**config.mk**
```make
export PLATFORM = sky130hd
export DESIGN_NAME = pipeline_ctrl
export DESIGN_NICKNAME = d
export VERILOG_FILES = /design/src/rtl/pipeline_ctrl.sv
export SDC_FILE = /design/constraint.sdc
export NUM_CORES = 1
export LEC_CHECK = 0
export ABC_CLOCK_PERIOD_IN_PS = 3900
export BUFFER_PORTS_ARGS = -buffer_cell sky130_fd_sc_hd__clkbuf_2
export CAP_MARGIN = 20
export CORE_AREA = 2 2 70 98
export CTS_CLUSTER_SIZE = 25
export DETAILED_ROUTE_END_ITERATION = 10
export DIE_AREA = 0 0 72 100
export PLACE_DENSITY = 0.52
export RECOVER_POWER = 50
export SLEW_MARGIN = 20
export SYNTH_ARGS = -nofsm -noshare
export SYNTH_HDL_FRONTEND = slang
export SYNTH_SLANG_ARGS = --single-unit
```
**constraint.sdc**
```tcl
create_clock -name clk -period 3.9 [get_ports clk]
set_clock_uncertainty 0.2 [all_clocks]
set_input_delay 0.585 -clock clk [delete_from_list [all_inputs] [get_ports clk]]
set_output_delay 0.585 -clock clk [all_outputs]
set_load 0.03 [all_outputs]
```
**src/rtl/pipeline_ctrl.sv**
```systemverilog
// pipeline_ctrl: stall/flush sequencer for the five-stage LC-3b pipeline.
// Turns fetch/data-memory handshakes, the load-use hazard and the
// MEM-stage mispredict into load/flush strobes for the PC and the four
// pipeline registers. A two-state FSM parks a mispredict redirect until any
// in-flight wrong-path fetch has returned. Saturating counters track stall
// cycles and executed redirects.
module pipeline_ctrl #(
  parameter int CNT_WIDTH = 16
) (
  input  logic                 clk,
  input  logic                 reset,
  input  logic                 if_mem_req,
  input  logic                 if_mem_resp,
  input  logic                 mem_mem_req,
  input  logic                 mem_mem_resp,
  input  logic                 load_use_hazard,
  input  logic                 mispredict,
  output logic                 load_pc,
  output logic                 load_if_id,
  output logic                 load_id_ex,
  output logic                 load_ex_mem,
  output logic                 load_mem_wb,
  output logic                 flush_if_id,
  output logic                 flush_id_ex,
  output logic                 flush_ex_mem,
  output logic                 mem_wb_nop,
  output logic                 redirect,
  output logic [CNT_WIDTH-1:0] stall_count,
  output logic [CNT_WIDTH-1:0] redirect_count
);

  // FSM encoding
  localparam logic [0:0] ST_RUN        = 1'b0;
  localparam logic [0:0] ST_FLUSH_PEND = 1'b1;

  // Per-cycle pipeline action selected by the priority logic
  localparam logic [2:0] ACT_NONE     = 3'd0; // everything held, used under reset
  localparam logic [2:0] ACT_FREEZE   = 3'd1; // data stall: only MEM/WB moves, as a bubble
  localparam logic [2:0] ACT_REDIRECT = 3'd2; // take corrected PC, squash younger stages
  localparam logic [2:0] ACT_ISTALL   = 3'd3; // fetch not back: hold PC, bubble into IF/ID
  localparam logic [2:0] ACT_HAZARD   = 3'd4; // load-use: hold PC and IF/ID, bubble into ID/EX
  localparam logic [2:0] ACT_NORMAL   = 3'd5; // everything advances

  localparam logic [CNT_WIDTH-1:0] CNT_MAX = {CNT_WIDTH{1'b1}};
  localparam logic [CNT_WIDTH-1:0] CNT_ONE = {{(CNT_WIDTH-1){1'b0}}, 1'b1};

  logic [0:0]           state_q;
  logic [0:0]           state_d;
  logic [CNT_WIDTH-1:0] stall_count_q;
  logic [CNT_WIDTH-1:0] stall_count_d;
  logic [CNT_WIDTH-1:0] redirect_count_q;
  logic [CNT_WIDTH-1:0] redirect_count_d;
  logic [2:0]           act;
  logic                 dstall;
  logic                 istall;

  // Saturating increment: the counter sticks at all-ones instead of wrapping
  function automatic logic [CNT_WIDTH-1:0] sat_inc(input logic [CNT_WIDTH-1:0] val,
                                                   input logic                 en);
    logic [CNT_WIDTH-1:0] res;
    if (en && (val != CNT_MAX)) begin
      res = val + CNT_ONE;
    end else begin
      res = val;
    end
    return res;
  endfunction

  assign dstall = mem_mem_req & ~mem_mem_resp;
  assign istall = if_mem_req & ~if_mem_resp;

  // Pick this cycle's pipeline action and the next FSM state
  always_comb begin
    state_d = state_q;
    act     = ACT_NONE;
    if (reset) begin
      state_d = ST_RUN;
      act     = ACT_NONE;
    end else begin
      case (state_q)
        ST_RUN: begin
          if (dstall) begin
            // EX/MEM is frozen, so a mispredict stays visible and is handled later
            act = ACT_FREEZE;
          end else if (mispredict && istall) begin
            // wrong-path fetch still outstanding: wait for it before redirecting
            act     = ACT_FREEZE;
            state_d = ST_FLUSH_PEND;
          end else if (mispredict) begin
            act = ACT_REDIRECT;
          end else if (istall) begin
            act = ACT_ISTALL;
          end else if (load_use_hazard) begin
            act = ACT_HAZARD;
          end else begin
            act = ACT_NORMAL;
          end
        end
        ST_FLUSH_PEND: begin
          if (!if_mem_resp || dstall) begin
            act = ACT_FREEZE;
          end else begin
            // returning wrong-path word is dropped by the IF/ID flush
            act     = ACT_REDIRECT;
            state_d = ST_RUN;
          end
        end
        default: begin
          state_d = ST_RUN;
          act     = ACT_FREEZE;
        end
      endcase
    end
  end

  // Decode the selected action into load/flush strobes
  always_comb begin
    load_pc      = 1'b0;
    load_if_id   = 1'b0;
    load_id_ex   = 1'b0;
    load_ex_mem  = 1'b0;
    load_mem_wb  = 1'b0;
    flush_if_id  = 1'b0;
    flush_id_ex  = 1'b0;
    flush_ex_mem = 1'b0;
    mem_wb_nop   = 1'b0;
    redirect     = 1'b0;
    case (act)
      ACT_FREEZE: begin
        load_mem_wb = 1'b1;
        mem_wb_nop  = 1'b1;
      end
      ACT_REDIRECT: begin
        load_pc      = 1'b1;
        load_if_id   = 1'b1;
        load_id_ex   = 1'b1;
        load_ex_mem  = 1'b1;
        load_mem_wb  = 1'b1;
        flush_if_id  = 1'b1;
        flush_id_ex  = 1'b1;
        flush_ex_mem = 1'b1;
        redirect     = 1'b1;
      end
      ACT_ISTALL: begin
        load_if_id  = 1'b1;
        flush_if_id = 1'b1;
        load_id_ex  = 1'b1;
        load_ex_mem = 1'b1;
        load_mem_wb = 1'b1;
      end
      ACT_HAZARD: begin
        load_id_ex  = 1'b1;
        flush_id_ex = 1'b1;
        load_ex_mem = 1'b1;
        load_mem_wb = 1'b1;
      end
      ACT_NORMAL: begin
        load_pc     = 1'b1;
        load_if_id  = 1'b1;
        load_id_ex  = 1'b1;
        load_ex_mem = 1'b1;
        load_mem_wb = 1'b1;
      end
      ACT_NONE: begin
        load_pc = 1'b0;
      end
      default: begin
        load_pc = 1'b0;
      end
    endcase
  end

  // Next values of the performance counters
  always_comb begin
    stall_count_d    = sat_inc(stall_count_q, ~load_pc);
    redirect_count_d = sat_inc(redirect_count_q, redirect);
  end

  // State and counter registers; reset drops any parked redirect
  always_ff @(posedge clk or posedge reset) begin
    if (reset) begin
      state_q          <= ST_RUN;
      stall_count_q    <= {CNT_WIDTH{1'b0}};
      redirect_count_q <= {CNT_WIDTH{1'b0}};
    end else begin
      state_q          <= state_d;
      stall_count_q    <= stall_count_d;
      redirect_count_q <= redirect_count_d;
    end
  end

  assign stall_count    = stall_count_q;
  assign redirect_count = redirect_count_q;

endmodule

```
==> impl_metrics.tcl <==
set metrics [dict create \
    cts-buffers-inserted 5 \
    cts_sinks 33 \
    postSynthCellCount 177 \
    synth_edf_count 0 \
    place_area_um2 2150 \
    arrival_ns 2.15 \
    finalPower_mw 1.13 \
    num_io_pins 50 \
    ys_seq_elements 33 \
    crit_type "in2out" \
    first_pass_iters 4 \
    clock_latency_ns 0.28 \
    r2r_slack_ns 1.36 \
    grt_max_degree 29 \
    yosys.area_share.xor_xnor 0.138 \
    worst_setup_path_end_kind "primary output" \
    dp.cells 296 \
    dp_hpwl_mm 3.04 \
    grt_pass1_vias 1457 \
    grt_pass1_wl_mm 6.91 \
    vias 1470 \
    netlist-cell-type-count 38 \
    routed_wl_mm 4.05 \
    hold_buffers 0 \
    seq_area_frac_synth 0.450 \
    finish.utilization 0.343 \
    grt_overflow 0 \
    clock_path_buffers 2 \
    p_leak_nw 1.03 \
    max_freq_mhz 340 \
    setup_viol 0 \
    syn-num-nets 189 \
    synthFlopType "dfrtp_1" \
    synth-compound-area-share 0.0334 \
    synth_most_common_cell "dfrtp_1" \
    period_needed_ns 2.94 \
    synth_top_area_cell "dfrtp_1" \
    cts_resized 0 \
    crit_fanout 15 \
    ff_latch_area_um2 826 \
    slowest_stage "nor4b_1" \
    worst_pin_slew_ns 1.19 \
    path_buf_inv 3 \
    avgViaCountPerCell 4.84 \
    crit_chain "clkbuf_1, inv_1, o21ai_0, nor4b_1, clkbuf_2" \
    grt_antenna_before_repair 0 \
    stdcell_count 304 \
    drc_errors 0 \
    period_share 0.754 \
    required_ns 3.12 \
    die_w_um 72 \
    track_usage 0.119 \
    io_buffers 49 \
    max_stage_delay_ns 0.43 \
    drt_iter0_markers 38 \
    async_reset_ff_frac 1.00 \
    design_area_um2 2210 \
    fp.coreArea_um2 6440 \
    synthTopCellsByArea "dfrtp_1 45%, xnor2_1 7.2%, xor2_1 6.7%" \
    start_util 0.285 \
    multiInputGateArea_um2 942 \
    finalHoldViolCount 0 \
    yosysWarnings 0 \
    fin_nets 241 \
    p_per_area_nw_per_um2 513 \
    die-area_um2 7200 \
    rsz0062_at_grt "false" \
    die_h_um 100 \
    drv_slew 0 \
    htreeDepth 2 \
    synth_top_family_by_area "simple AND/OR/NAND/NOR gates" \
    syn_avg_cell_area_um2 10.4 \
    muxShareOfSynthArea 0.0184 \
    startpoint_type "input port" \
    crit_family "buffers and inverters" \
    fillers 697 \
    synthAdderAreaFrac 0.0272 \
    clkTransAtPathRegs_ns 0.07 \
    ir_worst_vdd_mv 0.150 \
    wire_per_inst_um 13.3 \
    cts_tree "done" \
    cap_violations 0 \
    drive_above_1_share 0.239 \
    cts-root-buf "clkbuf_8" \
    outcome "complete, no violations" \
    synthSimpleGateAreaFrac 0.296 \
    ys_top_cells_by_count "33 x dfrtp_1, 16 x nand3_1, 15 x nand2_1, 15 x xnor2_1, 14 x xor2_1" \
    synth_top_area_share 0.450 \
    syn_area_um2 1840 \
    fin_setup_tns_ns 0 \
    antenna-diode-count 0 \
    min_path_type "in2async" \
    area_growth_pct 20.2 \
    gp_congestion 0.760 \
    fp-row-count 35 \
    cts_setup_buffers 0 \
    max_slew_margin 0.206 \
    ant_nets 0 \
]
cells in the final DEF (no fill, tap or decap), types with 4 or more instances in the layout:
cell type / Yosys / routed
dfrtp_1: 33 / 33
clkbuf_2: 0 / 28
clkbuf_1: 1 / 22
nand3_1: 16 / 16
nand2_1: 15 / 15
xnor2_1: 15 / 15
xor2_1: 14 / 14
nand4_1: 8 / 8
nor2_1: 7 / 7
and3_1: 6 / 6
nor3_1: 6 / 6
inv_1: 5 / 5
nor4_2: 5 / 5
clkbuf_8: 0 / 5
ha_1: 4 / 4
state kept, by name (all words and copies together) (netlist names):
signal and cells:
stall_count 16, state_q 1, redirect_count 16
logic make-up after synthesis:
logic type,count (synthesis)
adders and majority gates,4
buffers and inverters,13
and+or+nand+nor,87
AOI/OAI and AO/OA,8
muxes,3
xor gates and xnor gates,29
DFF,33
metrics by stage:
stage	hold WS (ns)	setup WS [ns]
after floorplan	0.340	0.371
after detailed placement	0.299	0.935
after CTS	0.188	0.964
after global placement	0.291	0.987
after global routing	0.234	0.684
final	0.174	0.961
power breakdown:
part	switching, mW	internal [mW]	total (mW)
Clock	0.131	0.123	0.255
Sequential	0.0863	0.408	0.495
Combinational	0.259	0.124	0.383
layer usage:
metal	global-route usage	part of all wire
met5	0	0
met4	0.0392	0.015
met3	0.0271	0.045
met2	0.203	0.50
met1	0.148	0.44
area by class of cell:
type                       instances  area share
sequential                        33       0.374
timing repair buffer              52       0.108
inverter                           6      0.0108
tap                               74      0.0419
clock inverter                     3     0.00793
clock buffer                       5      0.0312
multi-input combinational        131       0.427
final timing paths:
path	depth (start not counted)	startpoint	endpoint
max in group asynchronous	3	reset	stall_count[14]$_DFFE_PP0P_
min in group clk	1	stall_count[15]$_DFFE_PP0P_	stall_count[15]$_DFFE_PP0P_
worst max-delay path	5	reset	mem_wb_nop
worst max register to register	6	stall_count[0]$_DFFE_PP0P_	stall_count[1]$_DFFE_PP0P_
worst min register to register	1	stall_count[15]$_DFFE_PP0P_	stall_count[15]$_DFFE_PP0P_
worst min-delay path	2	reset	redirect_count[3]$_DFFE_PP0P_
No activity file was read; power rests on OpenSTA's default activity.
